`src/rtl/pc_fetch_pkg.sv`:
```
// Shared CPU definitions: fetch FSM encoding, reset/NOP constants, opcode values
// used by the control decoder, and small address helpers.
package pc_fetch_pkg;

    typedef enum logic [1:0] {
        FETCH = 2'd0,
        WAIT  = 2'd1,
        ISSUE = 2'd2,
        HALT  = 2'd3
    } fetch_state_t;

    localparam logic [31:0] PC_RESET_DEFAULT = 32'h0000_0000;
    localparam logic [31:0] NOP_INST         = 32'h0000_0013;

    localparam logic [6:0] OPC_LUI    = 7'b0110111;
    localparam logic [6:0] OPC_AUIPC  = 7'b0010111;
    localparam logic [6:0] OPC_JAL    = 7'b1101111;
    localparam logic [6:0] OPC_JALR   = 7'b1100111;
    localparam logic [6:0] OPC_BRANCH = 7'b1100011;
    localparam logic [6:0] OPC_LOAD   = 7'b0000011;
    localparam logic [6:0] OPC_STORE  = 7'b0100011;
    localparam logic [6:0] OPC_OP_IMM = 7'b0010011;
    localparam logic [6:0] OPC_OP     = 7'b0110011;

    // JALR targets drop bit 0 of the computed sum.
    function automatic logic [31:0] clear_lsb(input logic [31:0] addr);
        return addr & ~32'd1;
    endfunction

endpackage

```
`src/rtl/pc_fetch_npc_gen.sv`:
```
// Next-PC generator: picks the redirect or sequential target for the issued
// instruction and flags targets that are not word aligned.
module npc_gen
    import pc_fetch_pkg::*;
(
    input  logic [31:0] pc,
    input  logic [31:0] imm,
    input  logic [31:0] data_rs1,
    input  logic        jmp_en,
    input  logic        jmpr_en,
    input  logic        jmpb_en,
    output logic [31:0] target,
    output logic        misaligned
);

    // JALR outranks JAL/branch; all sums wrap modulo 2^32.
    always_comb begin
        target = pc + 32'd4;
        if (jmpr_en) begin
            target = clear_lsb(data_rs1 + imm);
        end else if (jmp_en || jmpb_en) begin
            target = pc + imm;
        end
    end

    assign misaligned = target[1];

endmodule

```
`src/rtl/pc_fetch.sv`:
```
// Instruction fetch unit: one request in flight, holds the fetched word for
// the execute stage and advances the PC when the instruction retires.
module pc_fetch
    import pc_fetch_pkg::*;
#(
    parameter logic [31:0] RESET_PC = PC_RESET_DEFAULT
) (
    input  logic        clk,
    input  logic        rst_n,
    output logic        imem_req,
    output logic [31:0] imem_addr,
    input  logic        imem_rvalid,
    input  logic [31:0] imem_rdata,
    output logic [31:0] inst,
    output logic        inst_valid,
    output logic [31:0] pc,
    input  logic        inst_ack,
    input  logic        jmp_en,
    input  logic        jmpr_en,
    input  logic        jmpb_en,
    input  logic [31:0] data_rs1,
    input  logic [31:0] imm,
    output logic        misalign_err
);

    fetch_state_t state;
    logic [31:0]  npc;
    logic         npc_misaligned;

    npc_gen u_npc_gen (
        .pc         (pc),
        .imm        (imm),
        .data_rs1   (data_rs1),
        .jmp_en     (jmp_en),
        .jmpr_en    (jmpr_en),
        .jmpb_en    (jmpb_en),
        .target     (npc),
        .misaligned (npc_misaligned)
    );

    // FETCH is entered either from reset (request not yet raised) or from an
    // acknowledged ISSUE (request already raised), so imem_req marks which.
    always_ff @(posedge clk or negedge rst_n) begin
        if (!rst_n) begin
            state        <= FETCH;
            pc           <= RESET_PC;
            inst         <= NOP_INST;
            inst_valid   <= 1'b0;
            imem_req     <= 1'b0;
            imem_addr    <= RESET_PC;
            misalign_err <= 1'b0;
        end else begin
            case (state)
                FETCH: begin
                    if (imem_req) begin
                        imem_req <= 1'b0;
                        state    <= WAIT;
                    end else begin
                        imem_req  <= 1'b1;
                        imem_addr <= pc;
                    end
                end
                WAIT: begin
                    if (imem_rvalid) begin
                        inst       <= imem_rdata;
                        inst_valid <= 1'b1;
                        state      <= ISSUE;
                    end
                end
                ISSUE: begin
                    if (inst_ack) begin
                        inst_valid <= 1'b0;
                        if (npc_misaligned) begin
                            misalign_err <= 1'b1;
                            state        <= HALT;
                        end else begin
                            pc        <= npc;
                            imem_req  <= 1'b1;
                            imem_addr <= npc;
                            state     <= FETCH;
                        end
                    end
                end
                HALT: begin
                    imem_req   <= 1'b0;
                    inst_valid <= 1'b0;
                end
                default: state <= HALT;
            endcase
        end
    end

endmodule

```
`config.mk`:
```
export PLATFORM = sky130hd
export DESIGN_NAME = pc_fetch
export DESIGN_NICKNAME = d
export VERILOG_FILES = /design/src/rtl/pc_fetch_pkg.sv /design/src/rtl/pc_fetch_npc_gen.sv /design/src/rtl/pc_fetch.sv
export SDC_FILE = /design/constraint.sdc
export NUM_CORES = 1
export LEC_CHECK = 0
export ABC_AREA = 1
export CAP_MARGIN = 20
export CORE_MARGIN = 3
export CORE_UTILIZATION = 25
export CTS_CLUSTER_DIAMETER = 80
export DETAILED_ROUTE_END_ITERATION = 16
export GPL_TIMING_DRIVEN = 0
export PLACE_DENSITY_LB_ADDON = 0.1
export SLEW_MARGIN = 20
export SYNTH_ARGS = -nofsm -noshare
export SYNTH_HDL_FRONTEND = slang
export SYNTH_SLANG_ARGS = --single-unit
```
`constraint.sdc`:
```
create_clock -name clk -period 2.6 [get_ports clk]
set_clock_uncertainty 0.2 [all_clocks]
set_input_delay 0.52 -clock clk [delete_from_list [all_inputs] [get_ports clk]]
set_output_delay 0.52 -clock clk [all_outputs]
set_load 0.01 [all_outputs]
```
=== After elaboration in Yosys (flattened, before gate mapping) ===
Index checks and enable logic that the tools add are counted.

* Output and inout port bits: 99
* Logic and storage cells: 50
* Bits in registers: 100

* Eq/ne operators: 8
* Mux-type cells: 18
* Bitwise gates (word level): 1
* Reductions and logical operators: 13
* $add $sub $neg: 3

{| class="wikitable"
|+ Operator list
! cell !! count
|-
| $mux 32 || 5
|-
| $add 32x32->32 || 2
|-
| $pmux 32 s2 || 1
|-
| $add 32x3->32 const B || 1
|-
| $reduce_and 3->1 || 4
|-
| $ne 2x2->1 const B || 5
|-
| $reduce_bool 3->1 || 3
|-
| $mux 2 || 4
|-
| $reduce_and 4->1 || 2
|-
| $pmux 1 s3 || 2
|-
| $pmux 2 s3 || 1
|-
| $mux 1 || 5
|-
| $eq 2x2->1 const B || 2
|-
| $eq 2x1->1 const B || 1
|-
| $logic_not 2->1 || 1
|-
| $reduce_and 2->1 || 1
|-
| $reduce_bool 2->1 || 1
|-
| $logic_or 1x1->1 || 1
|-
| $not 1->1 || 1
|}

=== Depth between registers and ports, before layout ===
Gate-level depths: netlist of the first run.

* Depth in word-level cells: 6
* Gate-level depth with buffers: 17
* Depth with buffers taken out: 17

=== Cells and area by module ===
From an unflattened synthesis of the first run, not the netlist that was laid out.

* Cell total of the unflattened synthesis: 1,743
* Area, all modules: 10,346.2 sq um

{| class="wikitable"
|+ By module, submodules not included
! module !! area an instance (sq um) !! times used !! seq. area each (sq um) !! cells each
|-
| npc_gen || 5,858.1 || 1 || 0.0 || 1,205
|-
| pc_fetch || 4,488.1 || 1 || 2,531.2 || 538
|}

=== Worst setup path before layout of the first run ===
Ideal clock, no wire load.

* Path type: in2reg
* Start point: input port imm[0]
* End point: register imem_addr[22]
* Library setup time: 0.116 ns
* Slack: 0.271 ns
* Data arrival time: 2.012 ns
* Cell stages on the path: 14
* Cells stage by stage: nand2_1 -> fa_1 -> o21ai_2 -> nand2_1 -> nand2_1 -> nand3_1 -> nand2_1 -> nand2_1 -> nand3_1 -> nand3_1 -> nand2_1 -> nand2_1 -> nand2_1 -> nand2_1

* Word-level cells in the longest chain between the ends: 6

{| class="wikitable"
|+ Ends and longest elaborated chain
! item !! line !! text
|-
| start: declaration || pc_fetch.sv:22 || <nowiki>input logic [31:0] imm,</nowiki>
|-
| $add 32x32->32 || pc_fetch_npc_gen.sv:22 || <nowiki>target = pc + imm;</nowiki>
|-
| $mux 32 || pc_fetch_npc_gen.sv:21 || <nowiki>end else if (jmp_en || jmpb_en) begin</nowiki>
|-
| $mux 32 * || pc_fetch_npc_gen.sv:19 || <nowiki>if (jmpr_en) begin</nowiki>
|-
| $mux 32 || pc_fetch.sv:73 || <nowiki>if (npc_misaligned) begin</nowiki>
|-
| $mux 32 || pc_fetch.sv:71 || <nowiki>if (inst_ack) begin</nowiki>
|-
| $pmux 32 s2 || pc_fetch.sv:53 || <nowiki>case (state)</nowiki>
|-
| end signal: assignment || pc_fetch.sv:60 || <nowiki>imem_addr <= pc;</nowiki>
|-
| end signal: assignment || pc_fetch.sv:79 || <nowiki>imem_addr <= npc;</nowiki>
|-
| end: declaration || pc_fetch.sv:11 || <nowiki>output logic [31:0] imem_addr,</nowiki>
|}

Every way passes the cells marked *; elsewhere a longest branch is shown, timed or not. The select of a mux whose other input is x is not followed.
A chain may end at the register's enable or synchronous reset.

=== Worst setup path after layout of the first run ===
* Start point: input port data_rs1[13]
* End point: register imem_addr[20]

* Word-level cells in the longest chain between the ends: 5

{| class="wikitable"
|+ Ends and longest elaborated chain
! item !! line !! text
|-
| start: declaration || pc_fetch.sv:21 || <nowiki>input logic [31:0] data_rs1,</nowiki>
|-
| $add 32x32->32 || pc_fetch_npc_gen.sv:20 || <nowiki>target = clear_lsb(data_rs1 + imm);</nowiki>
|-
| $mux 32 || pc_fetch_npc_gen.sv:19 ||
|-
| $mux 32 || pc_fetch.sv:73 ||
|-
| $mux 32 || pc_fetch.sv:71 ||
|-
| $pmux 32 s2 || pc_fetch.sv:53 ||
|}

No other way between the ends. The select of a mux whose other input is x is not followed.

==> results of run 1 <==
==> cells by family (layout without fill, tap and decap cells) <==
group | count (synthesis) | after routing | synth area share (%)
other cells | 1 | 2 | 0.0384
simple gates | 869 | 869 | 37.4
fa+ha+maj | 68 | 68 | 8.79
buf+inv | 227 | 495 | 9.65
compound gates | 229 | 229 | 12.8
flops | 99 | 99 | 25.4
xor+xnor | 25 | 25 | 2.24
mux | 32 | 32 | 3.69
==> worst max-delay path, stage by stage <==
cell             delay (ns)
clkdlybuf4s50_1        0.46
ha_4                   0.35
nand2_2                0.11
nor2_2                 0.14
inv_2                  0.08
nor2_4                 0.12
nand4_1                0.21
nand4_1                0.17
nand3_2                0.13
nand2_2                0.15
nand2_1                0.05
nand2_1                0.08
nand2_1                0.05
==> layer usage <==
layer	track usage, %	wire length (um)
met1	27.4	20300
met5	0	0
met3	3.40	2190
met4	5.78	1260
met2	34.9	20400
==> cell usage after synthesis, drive strengths merged <==
master / n
o22ai: 3
nor2: 138
inv: 188
nand2: 554
o31ai: 1
ha: 67
nand3: 118
dfrtp: 96
buf: 27
a22oi: 1
a21boi: 4
fa: 1
or2: 5
mux2: 32
o21bai: 10
o211ai: 3
nand3b: 9
xor2: 18
xnor2: 7
o221ai: 3
dfstp: 3
and3: 1
a21oi: 102
a21o: 3
a31oi: 2
clkbuf: 12
o21a: 4
and2: 3
nor4: 2
a2bb2oi: 3
o21ai: 90
nand4: 14
nor3: 25
conb: 1
==> power breakdown <==
part	leakage, nW	switching, mW	internal (mW)
clock network	0.145	0.627	0.735
logic	5.43	5.23	4.27
registers	1.17	0.977	2.36
total	6.75	6.83	7.36
==> cell usage in the layout, fill, tap and decap left out, types with 6 or more instances in the layout <==
| cell | Yosys | final |
|---|---|---|
| a21oi_2 | 0 | 22 |
| nor3_2 | 6 | 7 |
| o21bai_1 | 10 | 9 |
| inv_1 | 184 | 181 |
| ha_4 | 0 | 53 |
| dlygate4sd2_1 | 0 | 24 |
| nand2_2 | 4 | 53 |
| o21ai_1 | 12 | 18 |
| xnor2_1 | 7 | 7 |
| nor3_1 | 18 | 14 |
| o21ai_2 | 3 | 13 |
| dfrtp_1 | 96 | 75 |
| mux2_2 | 32 | 32 |
| dlymetal6s2s_1 | 0 | 12 |
| nand2_1 | 550 | 487 |
| buf_1 | 6 | 6 |
| dfrtp_2 | 0 | 21 |
| nand3_1 | 115 | 90 |
| nand4_1 | 14 | 14 |
| o21ai_0 | 75 | 57 |
| clkbuf_16 | 0 | 9 |
| buf_2 | 11 | 9 |
| a21oi_1 | 102 | 67 |
| nor2_1 | 132 | 96 |
| nor2_4 | 4 | 14 |
| nand2_4 | 0 | 14 |
| clkdlybuf4s50_1 | 0 | 160 |
| buf_4 | 7 | 60 |
| a21oi_4 | 0 | 13 |
| nand3b_1 | 9 | 9 |
| nand3_2 | 2 | 24 |
| inv_2 | 3 | 6 |
| nor2_2 | 2 | 28 |
| ha_1 | 67 | 13 |
| xor2_1 | 18 | 18 |
==> flip-flops by register name, summed over array words and instances (netlist names) <==
name and count:
misalign_err 1, pc 31, imem_addr 31, imem_req 1, inst_valid 1, inst 32
state 2
==> worst paths after layout <==
kind	endpoint	startpoint	slack [ns]	cells after the start
min in group asynchronous	imem_addr[29]	rst_n	0.47	2
max in group asynchronous	pc[10]	rst_n	1.04	3
setup / recovery	imem_addr[20]	data_rs1[13]	0.002	13
hold / removal	imem_addr[25]	imem_addr[25]	0.28	2
hold reg to reg	imem_addr[25]	imem_addr[25]	0.28	2
setup reg to reg	imem_addr[5]	pc[2]	0.12	12
==> layout make-up <==
class	instances	share of cell area, %
tap	511	4.35
buffer	39	1.69
clock buffer	12	1.81
sequential	99	17.0
multi-input combinational	1225	53.6
clock inverter	4	0.230
inverter	188	4.85
timing repair buffer	252	16.4
==> timing repair <==
item	CTS	global route
endpoints found under the hold margin	39	0
buffers inserted	15	37
pin swaps	27	69
hold buffers	1	0
endpoints found under the setup margin	62	60
resized for setup	197	185
==> flow_metrics.tcl, run 1 <==
set metrics [dict create \
    rsz0062_at_grt "yes" \
    grt_remaining_overflow 0 \
    multiInputGateArea_um2 7890 \
    whs_ns 0.282 \
    post-place-cells 2261 \
    grt_max_degree 58 \
    avgSynthCellArea_um2 6.30 \
    p_per_area_nw_per_um2 965 \
    fill_cells 4068 \
    htree_levels 3 \
    clk_latency_ns 0.35 \
    synthTopCellsByArea "dfrtp_1 25%, nand2_1 21%, ha_1 8.6%" \
    setup.worst_path.start_class "primary input" \
    drive_gt1_share_pct 23.2 \
    final_cells 2330 \
    die_area_um2 41500 \
    regArea_um2 2510 \
    grt_pass1_vias 11109 \
    setup_viol 0 \
    cts.sink_count 99 \
    critical_path_class "in2reg" \
    die_width_um 204 \
    dpl_cell_area_um2 12400 \
    post-route-min-period_ns 2.60 \
    place_congestion 0.871 \
    core_um2 38100 \
    cts_max_path_buffers 2 \
    maxCapViolCount 0 \
    antenna_left 0 \
    drcViolationCount 0 \
    area_growth_pct 50.6 \
    hold_violations 0 \
    grt_antenna_before_repair 0 \
    max_freq_mhz 385 \
    hpwlAfterDp_um 36200 \
    final_max_slew_viol_count 0 \
    clk_pin_slew_ns 0.07 \
    finalCritPeriodShare_pct 99.9 \
    ys_seq_area_share_pct 25.4 \
    synth_top_area_share_pct 24.6 \
    relSlewSlack_pct 40.6 \
    worstMarginPinSlew_ns 0.891 \
    fin_util_pct 38.6 \
    via_per_inst 4.80 \
    dr.pass1.iters 5 \
    ys_ff_latch 99 \
    vias 11187 \
    critical_path_arrival_ns 2.63 \
    die_y_um 204 \
    drt_iter0_drc 629 \
    syn_area_um2 9770 \
    yosysWarnings 0 \
    outcome "completed" \
    peakVddDrop_mv 0.403 \
    num_rows 71 \
    post-route-cell-area_um2 14700 \
    numCtsBuffers 9 \
    cts_tree "yes" \
    grt_pass1_wl_um 65800 \
    required_ns 2.63 \
    synth_cells 1550 \
    end_kind "register" \
    numPortBuffers 198 \
    pre_cts_slack_ns -0.927 \
    io_pins 202 \
    grtUsageTotal_pct 20.7 \
    cts_root_buf "clkbuf_16" \
    start_util_pct 25.6 \
    tns_ns 0 \
    synth_area_leader_cell "dfrtp_1" \
    p_total_mw 14.2 \
    nets 1985 \
    hp-class "reg2reg" \
    leakagePower_nw 6.75 \
    worst_slack_ns 0.00169 \
    cp_max_fo 5 \
    routed_wl_um 44200 \
    synthDistinctLibCells 53 \
    drt-wirelength-per-cell_um 19.0 \
    insertedDiodeCount 0 \
]
Note: power is estimated with default switching activity, not from simulation.
==> run 2: changes to the inputs <==
--- a/config.mk
+++ b/config.mk
@@ -13,7 +13,7 @@
 export DETAILED_ROUTE_END_ITERATION = 16
 export GPL_TIMING_DRIVEN = 0
 export PLACE_DENSITY_LB_ADDON = 0.1
-export SLEW_MARGIN = 20
+export SLEW_MARGIN = 10
 export SYNTH_ARGS = -nofsm -noshare
 export SYNTH_HDL_FRONTEND = slang
 export SYNTH_SLANG_ARGS = --single-unit
==> flow_metrics.tcl, run 2 (synthesis results as in run 1) <==
set metrics [dict create \
    worstMarginPinSlew_ns 0.900 \
    hpwlAfterDp_um 36100 \
    setup.worst_path.start_class "primary input" \
    relSlewSlack_pct 40.0 \
    post-route-min-period_ns 2.57 \
    max_stage_delay_ns 0.44 \
    numCtsBuffers 9 \
    io_pins 202 \
    cp_slowest_cell "clkdlybuf4s50_1" \
    rsz0062_at_grt "yes" \
    htree_levels 3 \
    crit_buf_inv 1 \
    die_y_um 204 \
    drcViolationCount 0 \
    vias 11044 \
    core_um2 38100 \
    hold_violations 0 \
    cts.sink_count 99 \
    final_cells 2324 \
    grt_pass1_vias 11178 \
    cts_tree "yes" \
    grt_remaining_overflow 0 \
    antenna_left 0 \
    required_ns 2.64 \
    die_area_um2 41500 \
    fin_util_pct 38.5 \
    insertedDiodeCount 0 \
    max_freq_mhz 389 \
    drive_gt1_share_pct 22.8 \
    area_growth_pct 50.0 \
    largest_register_ff_count 32 \
    numPortBuffers 198 \
    via_per_inst 4.75 \
    start_util_pct 25.6 \
    grt_max_degree 76 \
    crit_path_start "data_rs1[16]" \
    setup_viol 0 \
    cp_cell_sequence "clkdlybuf4s50_1 -> ha_4 -> nand2_2 -> o21ai_2 -> nand2_1 -> nand2_1 -> a21oi_1 -> nand3_1 -> nand3_2 -> nand2_2 -> nand2_1 -> nand2_1 -> nand2_1" \
    peakVddDrop_mv 0.415 \
    final_cell_mix "489 x nand2_1, 181 x inv_1, 153 x clkdlybuf4s50_1" \
    crit_path_frequent_cell "nand2_1" \
    nets 1981 \
    worst_slack_ns 0.0292 \
    hp-class "reg2reg" \
    min-delay-start "misalign_err" \
    top_regs "inst (32), imem_addr (31), pc (31)" \
    largest-register "inst" \
    final_common_cell "nand2_1" \
    grtUsageTotal_pct 20.7 \
    maxCapViolCount 0 \
    dr.pass1.iters 5 \
    critical_path_class "in2reg" \
    finalCritPeriodShare_pct 98.9 \
    grt_pass1_wl_um 66000 \
    num_rows 71 \
    place_congestion 0.871 \
    post-place-cells 2261 \
    critical_path_arrival_ns 2.61 \
    leakagePower_nw 6.77 \
    clk_latency_ns 0.35 \
    pre_cts_slack_ns -0.909 \
    cp_top_family "simple AND/OR/NAND/NOR gates" \
    drt_iter0_drc 639 \
    clk_pin_slew_ns 0.07 \
    end_kind "register" \
    routed_wl_um 44000 \
    die_width_um 204 \
    final_max_slew_viol_count 0 \
    r2r_start "pc[2]" \
    p_per_area_nw_per_um2 963 \
    outcome "completed" \
    drt-wirelength-per-cell_um 18.9 \
    grt_antenna_before_repair 0 \
    cts_max_path_buffers 2 \
    cp_max_fo 4 \
    cts_root_buf "clkbuf_16" \
]
[run 2: cell types whose count changed in the layout (fill, tap and decap cells not counted), moves of 3 or more]
cell / delta
clkinv_4: -3
o21ai_1: -3
dfrtp_1: -3
dfrtp_2: +3
dlymetal6s2s_1: +5
nor2_2: -7
clkdlybuf4s50_1: -7
nor2_1: +5
buf_4: -4
[run 2: power breakdown]
group / leakage [nW] / switching [mW] / total, mW / internal (mW)
combinational: 5.47 / 5.18 / 9.39 / 4.21
clock: 0.133 / 0.606 / 1.37 / 0.763
sequential: 1.17 / 0.989 / 3.35 / 2.36
total: 6.77 / 6.78 / 14.1 / 7.33
[run 2: area by class of cell]
cell class | instances | area (um2)
Tap cell | 511 | 639
Clock inverter | 4 | 52.6
Clock buffer | 10 | 239
Sequential cell | 99 | 2510
Timing Repair Buffer | 248 | 2390
Buffer | 39 | 249
Inverter | 188 | 713
Fill cell | 4023 | 23500
Multi-Input combinational cell | 1225 | 7860
[run 2: per-layer routing]
metal	share of wire [%]	track usage, %	vias up
met5	0	0	-
met4	2.2	4.84	0
met3	5.1	3.16	48
met2	47	35.7	294
met1	45	27.4	5164
li1	-	-	5538
[run 2: through the flow]
stage	area, um2	TNS [ns]	total power [mW]	hold slack [ns]
floorplan	9770	0	7.79	0.0244
global placement	12400	-382.91	11.5	0.264
detailed placement	12400	-42.67	11.5	0.210
CTS	13700	0	13.6	0.287
global route	14700	-0.355	15.3	0.319
finish	14700	0	14.1	0.281
[run 2: worst paths after layout]
kind	cells past startpoint	slack, ns	end
hold / removal	1	0.28	misalign_err
max in group asynchronous	3	1.10	pc[13]
min in group asynchronous	2	0.40	imem_addr[29]
setup reg to reg	11	0.09	imem_addr[5]
hold reg to reg	1	0.28	misalign_err
setup / recovery	13	0.03	imem_addr[29]
[run 2: what timing repair did]
item | in CTS | in global routing
pin swaps | 36 | 57
endpoints found under the setup margin | 62 | 60
gates resized for setup | 201 | 184
endpoints found under the hold margin | 21 | 0
hold buffers | 1 | 0
cloned | 0 | 0
buffers inserted | 19 | 29
[run 2: worst reg2reg max path: stages (launching register included)]
cell and delay [ns]:
dfrtp_2 0.49, ha_4 0.30, nand3_1 0.07, nand2_1 0.14, nand2_1 0.07, nand2_1 0.14, nor2_1 0.06, o22ai_1 0.21
nor2_1 0.07, a21oi_1 0.36, nand2_1 0.13, a2bb2oi_1 0.19
==> run 3: changes to the inputs <==
--- a/config.mk
+++ b/config.mk
@@ -12,7 +12,8 @@
 export CTS_CLUSTER_DIAMETER = 80
 export DETAILED_ROUTE_END_ITERATION = 16
 export GPL_TIMING_DRIVEN = 0
-export PLACE_DENSITY_LB_ADDON = 0.1
+export MAX_ROUTING_LAYER = met4
+export PLACE_DENSITY_LB_ADDON = 0.25
 export SLEW_MARGIN = 10
 export SYNTH_ARGS = -nofsm -noshare
 export SYNTH_HDL_FRONTEND = slang
==> flow_metrics.tcl, run 3 (synthesis results as in run 1) <==
set metrics [dict create \
    largest-register "inst" \
    setup.worst_path.start_class "primary input" \
    via_per_inst 4.77 \
    cts_max_path_buffers 2 \
    worstMarginPinSlew_ns 0.874 \
    end_kind "register" \
    grt_pass1_vias 11078 \
    dpl_cell_area_um2 12400 \
    leakagePower_nw 6.79 \
    r2r_start "pc[20]" \
    area_growth_pct 49.3 \
    numPortBuffers 198 \
    drcViolationCount 0 \
    routed_wl_um 42600 \
    post-route-cell-area_um2 14600 \
    cts_root_buf "clkbuf_16" \
    numCtsBuffers 9 \
    drt-wirelength-per-cell_um 18.3 \
    die_y_um 204 \
    maxCapViolCount 0 \
    cts.sink_count 99 \
    cp-endpoint "imem_addr[28]" \
    final_common_cell "nand2_1" \
    p_per_area_nw_per_um2 964 \
    outcome "completed" \
    dr.pass1.iters 5 \
    cp_max_fo 5 \
    final_max_slew_viol_count 0 \
    p_total_mw 14.1 \
    setup_viol 0 \
    die_area_um2 41500 \
    start_util_pct 25.6 \
    hold_violations 0 \
    antenna_left 0 \
    io_pins 202 \
    core_um2 38100 \
    critical_path_class "in2reg" \
    critical_path_arrival_ns 2.59 \
    vias 11132 \
    max_freq_mhz 394 \
    r2r_end "imem_addr[31]" \
    grtUsageTotal_pct 20.5 \
    die_width_um 204 \
    largest_register_ff_count 32 \
    rsz0062_at_grt "yes" \
    grt_pass1_wl_um 63700 \
    clk_latency_ns 0.36 \
    drt_iter0_drc 621 \
    hp-class "reg2reg" \
    insertedDiodeCount 0 \
    peakVddDrop_mv 0.512 \
    grt_remaining_overflow 0 \
    reg2regPathDepth 13 \
    clk_pin_slew_ns 0.07 \
    htree_levels 3 \
    drive_gt1_share_pct 22.1 \
    finalCritPeriodShare_pct 97.7 \
    cts_tree "yes" \
    post-route-min-period_ns 2.54 \
    top_regs "inst (32), imem_addr (31), pc (31)" \
    hpwlAfterDp_um 34800 \
    grt_max_degree 79 \
    num_rows 71 \
    required_ns 2.65 \
    relSlewSlack_pct 41.7 \
    nets 1988 \
    place_congestion 0.909 \
    final_cell_mix "501 x nand2_1, 182 x inv_1, 149 x clkdlybuf4s50_1" \
    fill_cells 4020 \
    r2r_setup_slack_ns 0.12 \
    min-delay-start "imem_addr[31]" \
    crit_path_start "data_rs1[19]" \
    grt_antenna_before_repair 0 \
]
run 3: cell types whose count changed in the layout (fill, tap and decap cells not counted), moves of 3 or more:
cell             before  now
clkdlybuf4s50_1     153  149
inv_8                 1    4
clkbuf_2              3    6
ha_2                  3    7
nand3_2              22   18
dlygate4sd2_1        26   23
a21oi_2              23   20
nand2_4              14   10
ha_4                 52   49
nand2_2              51   43
buf_4                56   62
nand3_1              92   98
nand2_1             489  501
run 3: power breakdown:
part / switching, mW / leakage, nW / internal (mW) / total (mW)
Sequential: 0.951 / 1.17 / 2.36 / 3.31
Clock: 0.663 / 0.152 / 0.775 / 1.44
Combinational: 5.13 / 5.47 / 4.17 / 9.30
run 3: area by class of cell:
cell class | instances | area, um2 | share of cell area, %
Buffer | 39 | 241 | 1.66
Clock buffer | 9 | 225 | 1.54
Clock inverter | 7 | 88.8 | 0.609
Inverter | 188 | 713 | 4.89
Multi-Input combinational cell | 1225 | 7720 | 52.9
Sequential cell | 99 | 2510 | 17.2
Tap cell | 511 | 639 | 4.39
Timing Repair Buffer | 255 | 2440 | 16.8
run 3: routing by layer:
| layer | part of all wire [%] | wire length (um) | track usage, % |
|---|---|---|---|
| met4 | 2.2 | 928 | 4.60 |
| met2 | 46 | 19700 | 33.4 |
| met3 | 6.0 | 2550 | 2.94 |
| met5 | 0 | 0 | - |
| met1 | 46 | 19400 | 27.0 |
run 3: through the flow:
step	util, %	hold slack, ns	setup slack [ns]	cells	TNS, ns
after floorplan	-	0.0244	0.271	1551	0
after global placement	32.5	0.266	-3.29	2260	-362.48
after detailed placement	32.6	0.198	-1.01	2261	-41.26
after CTS	35.6	0.289	-0.0153	2295	-0.0313
after global routing	38.3	0.309	-0.0284	2333	-0.151
final	38.3	0.282	0.0587	2333	0
run 3: repair_timing:
item                       in CTS  in global routing
hold endpoints to repair       21                  0
setup endpoints to repair      62                 51
pin swaps                      28                 61
gates resized for setup       165                196
setup buffers                  17                 38
hold buffers                    1                  0
run 3: worst min path at each step:
stage	end	slack [ns]	cells past startpoint
4_1_cts	imem_addr[22]	0.29	2
2_1_floorplan	imem_addr[0]	0.02	0
5_1_grt	imem_addr[22]	0.31	2
6_report	imem_addr[31]	0.28	2
3_3_place_gp	imem_addr[25]	0.27	2
3_5_place_dp	imem_addr[27]	0.20	1
run 3: critical path, stage by stage:
cell and delay [ns]:
clkdlybuf4s50_1 0.50, ha_4 0.24, a21oi_2 0.15, o21ai_1 0.11, a21oi_1 0.20, nor2_1 0.12
nor2_1 0.17, nand2_1 0.06, nand2_1 0.07, nand3_2 0.13, nand2_2 0.14, nand2_1 0.05
nand2_1 0.08, nand2_1 0.05
